--- src/rtl/nn_layer_sequencer_pkg.sv ---
// Shared sizes, FSM state type and helpers for the two-layer NN sequencer.
// Package name: nn_parameters.
package nn_parameters;

    // Default layer geometry (overridable per instance).
    localparam int IN_SIZE_1  = 4;
    localparam int OUT_SIZE_1 = 4;
    localparam int IN_SIZE_2  = 4;
    localparam int OUT_SIZE_2 = 2;

    typedef enum logic [2:0] {
        S_IDLE,
        S_CLR,
        S_MAC,
        S_WR,
        S_DONE
    } seq_state_e;

    // 16-bit increment that sticks at all-ones instead of wrapping.
    function automatic logic [15:0] sat_inc16(input logic [15:0] v);
        return (v == 16'hFFFF) ? v : v + 16'd1;
    endfunction

endpackage

--- src/rtl/nn_layer_sequencer_idx_counter.sv ---
// nn_idx_counter: up-counter with load-to-zero, enable and a terminal-count
// flag; it refuses to step past last_i so it can never address unused rows.
module nn_idx_counter
    import nn_parameters::*;
#(
    parameter int IDX_W = 8
) (
    input  logic             clk,
    input  logic             rst,
    input  logic             load_i,
    input  logic             en_i,
    input  logic [IDX_W-1:0] last_i,
    output logic [IDX_W-1:0] cnt_o,
    output logic             tc_o
);

    logic [IDX_W-1:0] cnt_q;
    logic [IDX_W-1:0] cnt_d;

    assign tc_o  = (cnt_q == last_i);
    assign cnt_o = cnt_q;

    // Next count: load wins over enable; hold at terminal count.
    always_comb begin
        // NOTE: default assignment first so every path drives cnt_d and no latch is inferred.
        cnt_d = cnt_q;
        if (load_i)
            cnt_d = '0;
        else if (en_i && !tc_o)
            cnt_d = cnt_q + 1'b1;
    end

    // Count register with synchronous reset.
    always_ff @(posedge clk) begin
        // NOTE: sequential state uses non-blocking assignments so all registers update together.
        if (rst)
            cnt_q <= '0;
        else
            cnt_q <= cnt_d;
    end

endmodule

--- src/rtl/nn_layer_sequencer.sv ---
// nn_layer_sequencer: drives a shared MAC datapath through two dense layers
// (bias load, Lx_IN MACs, ReLU write per neuron). Optional busy-cycle
// performance counter enabled by macro NN_SEQ_PERF_CNT_EN.
module nn_layer_sequencer
    import nn_parameters::*;
#(
    parameter int L1_IN  = IN_SIZE_1,
    parameter int L1_OUT = OUT_SIZE_1,
    parameter int L2_IN  = IN_SIZE_2,
    parameter int L2_OUT = OUT_SIZE_2,
    parameter int IDX_W  = 8
) (
    input  logic             clk,
    input  logic             rst,
    input  logic             start,
    input  logic             abort,
    output logic             busy,
    output logic             done,
    output logic             layer_sel,
    output logic [IDX_W-1:0] in_idx,
    output logic [IDX_W-1:0] out_idx,
    output logic             acc_clr,
    output logic             acc_en,
    output logic             out_wr,
    output logic [15:0]      cycle_cnt
);

    localparam logic [IDX_W-1:0] L1_IN_LAST  = IDX_W'(L1_IN - 1);
    localparam logic [IDX_W-1:0] L1_OUT_LAST = IDX_W'(L1_OUT - 1);
    localparam logic [IDX_W-1:0] L2_IN_LAST  = IDX_W'(L2_IN - 1);
    localparam logic [IDX_W-1:0] L2_OUT_LAST = IDX_W'(L2_OUT - 1);

    seq_state_e state_q;
    logic       busy_q, done_q, layer_sel_q;
    logic       acc_clr_q, acc_en_q, out_wr_q;

    logic             in_load, in_en, in_tc;
    logic             out_load, out_en, out_tc;
    logic [IDX_W-1:0] in_last, out_last;
    logic             kill;
    logic             accept;

    assign kill   = abort && (state_q != S_IDLE);
    assign accept = (state_q == S_IDLE) && start && !abort;

    assign in_last  = layer_sel_q ? L2_IN_LAST  : L1_IN_LAST;
    assign out_last = layer_sel_q ? L2_OUT_LAST : L1_OUT_LAST;

    // in_idx walks only during MAC and is parked at 0 everywhere else.
    assign in_load = kill || (state_q != S_MAC);
    assign in_en   = (state_q == S_MAC);

    // out_idx steps after each write; it restarts at the layer switch and on exit.
    assign out_load = kill || (state_q == S_IDLE) || (state_q == S_DONE) ||
                      ((state_q == S_WR) && out_tc && !layer_sel_q);
    assign out_en   = (state_q == S_WR) && !out_tc;

    nn_idx_counter #(.IDX_W(IDX_W)) u_in_cnt (
        .clk    (clk),
        .rst    (rst),
        .load_i (in_load),
        .en_i   (in_en),
        .last_i (in_last),
        .cnt_o  (in_idx),
        .tc_o   (in_tc)
    );

    nn_idx_counter #(.IDX_W(IDX_W)) u_out_cnt (
        .clk    (clk),
        .rst    (rst),
        .load_i (out_load),
        .en_i   (out_en),
        .last_i (out_last),
        .cnt_o  (out_idx),
        .tc_o   (out_tc)
    );

    // Sequencer FSM; strobes are computed for the state being entered so they are registered.
    always_ff @(posedge clk) begin
        if (rst) begin
            state_q     <= S_IDLE;
            busy_q      <= 1'b0;
            done_q      <= 1'b0;
            layer_sel_q <= 1'b0;
            acc_clr_q   <= 1'b0;
            acc_en_q    <= 1'b0;
            out_wr_q    <= 1'b0;
        end else begin
            done_q    <= 1'b0;
            acc_clr_q <= 1'b0;
            acc_en_q  <= 1'b0;
            out_wr_q  <= 1'b0;
            if (kill) begin
                state_q     <= S_IDLE;
                busy_q      <= 1'b0;
                layer_sel_q <= 1'b0;
            end else begin
                unique case (state_q)
                    S_IDLE: begin
                        if (accept) begin
                            state_q     <= S_CLR;
                            busy_q      <= 1'b1;
                            layer_sel_q <= 1'b0;
                            acc_clr_q   <= 1'b1;
                        end
                    end
                    S_CLR: begin
                        state_q  <= S_MAC;
                        acc_en_q <= 1'b1;
                    end
                    S_MAC: begin
                        if (in_tc) begin
                            state_q  <= S_WR;
                            out_wr_q <= 1'b1;
                        end else begin
                            acc_en_q <= 1'b1;
                        end
                    end
                    S_WR: begin
                        if (out_tc && layer_sel_q) begin
                            state_q <= S_DONE;
                            done_q  <= 1'b1;
                        end else begin
                            if (out_tc)
                                layer_sel_q <= 1'b1;
                            state_q   <= S_CLR;
                            acc_clr_q <= 1'b1;
                        end
                    end
                    S_DONE: begin
                        state_q     <= S_IDLE;
                        busy_q      <= 1'b0;
                        layer_sel_q <= 1'b0;
                    end
                    default: begin
                        state_q <= S_IDLE;
                        busy_q  <= 1'b0;
                    end
                endcase
            end
        end
    end

    assign busy      = busy_q;
    assign done      = done_q;
    assign layer_sel = layer_sel_q;
    assign acc_clr   = acc_clr_q;
    assign acc_en    = acc_en_q;
    assign out_wr    = out_wr_q;

`ifdef NN_SEQ_PERF_CNT_EN
    logic [15:0] perf_q;
    logic [15:0] cycle_cnt_q;

    // Busy-cycle counter; the DONE cycle itself is included in the published value.
    always_ff @(posedge clk) begin
        if (rst) begin
            perf_q      <= '0;
            cycle_cnt_q <= '0;
        end else begin
            if (accept)
                perf_q <= '0;
            else if (state_q != S_IDLE)
                perf_q <= sat_inc16(perf_q);
            if ((state_q == S_DONE) && !abort)
                cycle_cnt_q <= sat_inc16(perf_q);
        end
    end

    assign cycle_cnt = cycle_cnt_q;
`else
    assign cycle_cnt = '0;
`endif

endmodule

--- config.mk ---
export PLATFORM = sky130hd
export DESIGN_NAME = nn_layer_sequencer
export DESIGN_NICKNAME = d
export VERILOG_FILES = /design/src/rtl/nn_layer_sequencer_pkg.sv /design/src/rtl/nn_layer_sequencer_idx_counter.sv /design/src/rtl/nn_layer_sequencer.sv
export SDC_FILE = /design/constraint.sdc
export NUM_CORES = 1
export LEC_CHECK = 0
export BUFFER_PORTS_ARGS = -buffer_cell sky130_fd_sc_hd__clkbuf_2
export CORE_MARGIN = 3
export CORE_UTILIZATION = 53
export CTS_CLUSTER_DIAMETER = 30
export DETAILED_ROUTE_END_ITERATION = 12
export HOLD_SLACK_MARGIN = 0.06
export PLACE_DENSITY_LB_ADDON = 0.15
export SYNTH_ARGS = -nofsm -noshare
export SYNTH_HDL_FRONTEND = slang
export SYNTH_SLANG_ARGS = --single-unit
--- constraint.sdc ---
create_clock -name clk -period 2.97 [get_ports clk]
set_input_delay 0.1485 -clock clk [delete_from_list [all_inputs] [get_ports clk]]
set_output_delay 0.1485 -clock clk [all_outputs]
set_load 0.02 [all_outputs]
==> flow_metrics.tcl <==
set metrics [dict create \
    antenna_left 0 \
    min_path_type "input pin to flip-flop" \
    clkSinkCount 25 \
    diodes 0 \
    cap_viol_max_count 0 \
    die_h_um 55.34 \
    die_area_um2 3062 \
    grt_pass1_vias 873 \
    grt_pass1_wl_mm 3.884 \
    worstSetupStartpointType "flip-flop" \
    criticalPathCategory "flip-flop to flip-flop" \
    route.final.wire_length_mm 2.349 \
    post_cts_buffers 0 \
    synth.area.top_cells "dfxtp_1 39%, buf_4 9.9%, xor2_1 6.8%, nor2_1 4.9%, nand4_1 3.4%" \
    fp.dieW_um 55.34 \
    yosys.area.top_type "dfxtp_1" \
    fillCellCount 225 \
    fmax_ghz 0.5911 \
    core-area_um2 2255 \
    placed_cells 195 \
    yosysSeqAreaShare 0.3880 \
    vias 1054 \
    leakage_nw 0.5833 \
    drc_errors 0 \
    clk_path_buf_depth 2 \
    overflow 0 \
    yosysWarnings 0 \
    ctsResizeCount 0 \
    tns_ns 0 \
    hp-start "abort" \
    crit_start "u_in_cnt.cnt_o[0]" \
    synth.top_cell.area_share 0.3880 \
    instances_no_fill 200 \
    rrSetupSlack_ns 1.28 \
    antenna_found_initial 0 \
    arrival_ns 1.97 \
    drive_above_1_share 0.1919 \
    post-route-period-util 0.5697 \
    drtPass1Iterations 5 \
    fin_nets 179 \
    slew_viol_final 0 \
    avgRoutedWirePerCell_um 11.75 \
    fin_crit_ns 1.692 \
    crit_path_max_fanout 6 \
    clk_pin_slew_ns 0.13 \
    cp_data_required_time_ns 3.24 \
    cts_tree "yes" \
    place_area_um2 1346 \
    power_density_nw_per_um2 389.7 \
    syn_to_final_growth_pct 7.178 \
    syn_inst 150 \
    cts_root_buf "clkbuf_4" \
    start_util 0.5721 \
    synthDistinctLibCells 41 \
    rsz0062_at_grt "no" \
    rows 17 \
    cts_hold_buf 1 \
    numCtsBuffers 3 \
    insertion_delay_ns 0.32 \
    status "complete, no violations" \
    dp_hpwl_mm 1.723 \
    avgSynthCellArea_um2 8.600 \
    place_congestion 0.7883 \
    syn_area_um2 1290 \
    crit_path_end_kind "flip-flop" \
    h-tree-depth 1 \
    grt_util_all_layers 0.1514 \
    yosys_register_bits 25 \
    io_buffers 25 \
    vias_per_cell 5.270 \
    dr.first_iter.drc_count 11 \
    ir_drop_uv 242.5 \
    finalSetupViolCount 0 \
    ios 42 \
    hold_violations 0 \
    r2r-start "u_in_cnt.cnt_o[0]" \
    fin_area_um2 1383 \
    grt_max_degree 14 \
    fin_worst_skew_ns 0.0007014 \
]
==> area by class of cell <==
| cell class | instances | area (um^2) | area share |
|---|---|---|---|
| Multi-Input combinational cell | 115 | 678.2 | 0.4905 |
| Sequential cell | 25 | 500.5 | 0.3620 |
| Timing Repair Buffer | 26 | 135.1 | 0.09774 |
| Tap cell | 28 | 35.03 | 0.02534 |
| Clock buffer | 4 | 26.28 | 0.01900 |
| Inverter | 2 | 7.507 | 0.005430 |
==> final timing paths <==
check | depth (start not counted) | end
max | 5 | state_q[0]
min | 3 | busy
max reg2reg | 5 | state_q[0]
min reg2reg | 2 | busy
==> metrics by stage <==
stage | total power, mW | util | setup WS (ns) | hold WS (ns)
floorplan | 0.4011 | - | 1.395 | 0.2253
detailed placement | 0.3916 | 0.5971 | 1.287 | 0.3536
global placement | 0.3910 | 0.5971 | 1.297 | 0.3459
global route | 0.5623 | 0.6132 | 1.112 | 0.2072
finish | 0.5388 | 0.6132 | 1.278 | 0.1979
CTS | 0.5407 | 0.6132 | 1.253 | 0.1955
==> cell usage in the layout (no fill, tap or decap), types with 3 or more instances in the layout <==
cell / n
a31oi_1: 3
a21oi_1: 6
clkbuf_2: 25
nor3_1: 8
conb_1: 16
nand2_1: 9
nand3_1: 4
dfxtp_1: 25
nand4_1: 7
nor2b_1: 3
nor2_1: 17
clkbuf_4: 3
o21ai_0: 3
xor2_1: 10
==> layer usage <==
layer,part of all wire,routed length [um],up-vias,track usage
met3,0.056,131,4,0.03037
met1,0.45,1052,498,0.1865
li1,-,-,525,-
met2,0.49,1145,27,0.2601
met5,0,0,-,0
met4,0.0085,20,0,0.05208
==> cell usage after synthesis, drive strengths merged <==
master and instances:
conb 1, a211oi 2, a2bb2oi 1, and4b 1, o21ai 4, nand2b 2
a21o 1, nor2 17, xnor2 2, a21oi 7, or3 1, nand3b 2
buf 19, nand2 9, a211o 1, o21ba 1, xor2 10, ha 2
nor4 1, and2b 1, nand3 4, and3 2, inv 2, dfxtp 25
nor3b 1, and2 1, nor2b 3, a31oi 3, clkbuf 4, nor3 8
nand4 8, nor4b 1, and3b 1, or2 1, o21a 1
==> state kept, by name, summed over array words and instances, names as in the netlist <==
signal / flops
state_q: 3
acc_clr: 1
acc_en: 1
u_out_cnt.cnt_o: 8
layer_sel: 1
out_wr: 1
busy: 1
done: 1
u_in_cnt.cnt_o: 8
==> cells by family (layout without fill, tap and decap cells) <==
logic type               Yosys count  in the layout  synth area share
AND/OR/NAND/NOR                   64             64            0.2706
flip-flops                        25             25            0.3880
buffers and inverters             25             32            0.1300
AO/OA/AOI/OAI                     21             21            0.1077
XOR/XNOR                          12             12           0.08147
adder cells (fa/ha/maj)            2              2           0.01940
other                              1             16          0.002907
==> worst max-delay path: stages (launching register included) <==
cell     delay, ns
dfxtp_1       0.47
ha_1          0.27
nor4b_1       0.35
nand2_1       0.25
a21oi_1       0.20
o21a_1        0.11
==> power by group <==
| part | internal (mW) | switching, mW |
|---|---|---|
| Sequential | 0.339 | 0.00357 |
| Combinational | 0.0115 | 0.0325 |
| Clock | 0.0526 | 0.100 |
| Total | 0.403 | 0.136 |
Power figures use the tool's default switching activity.
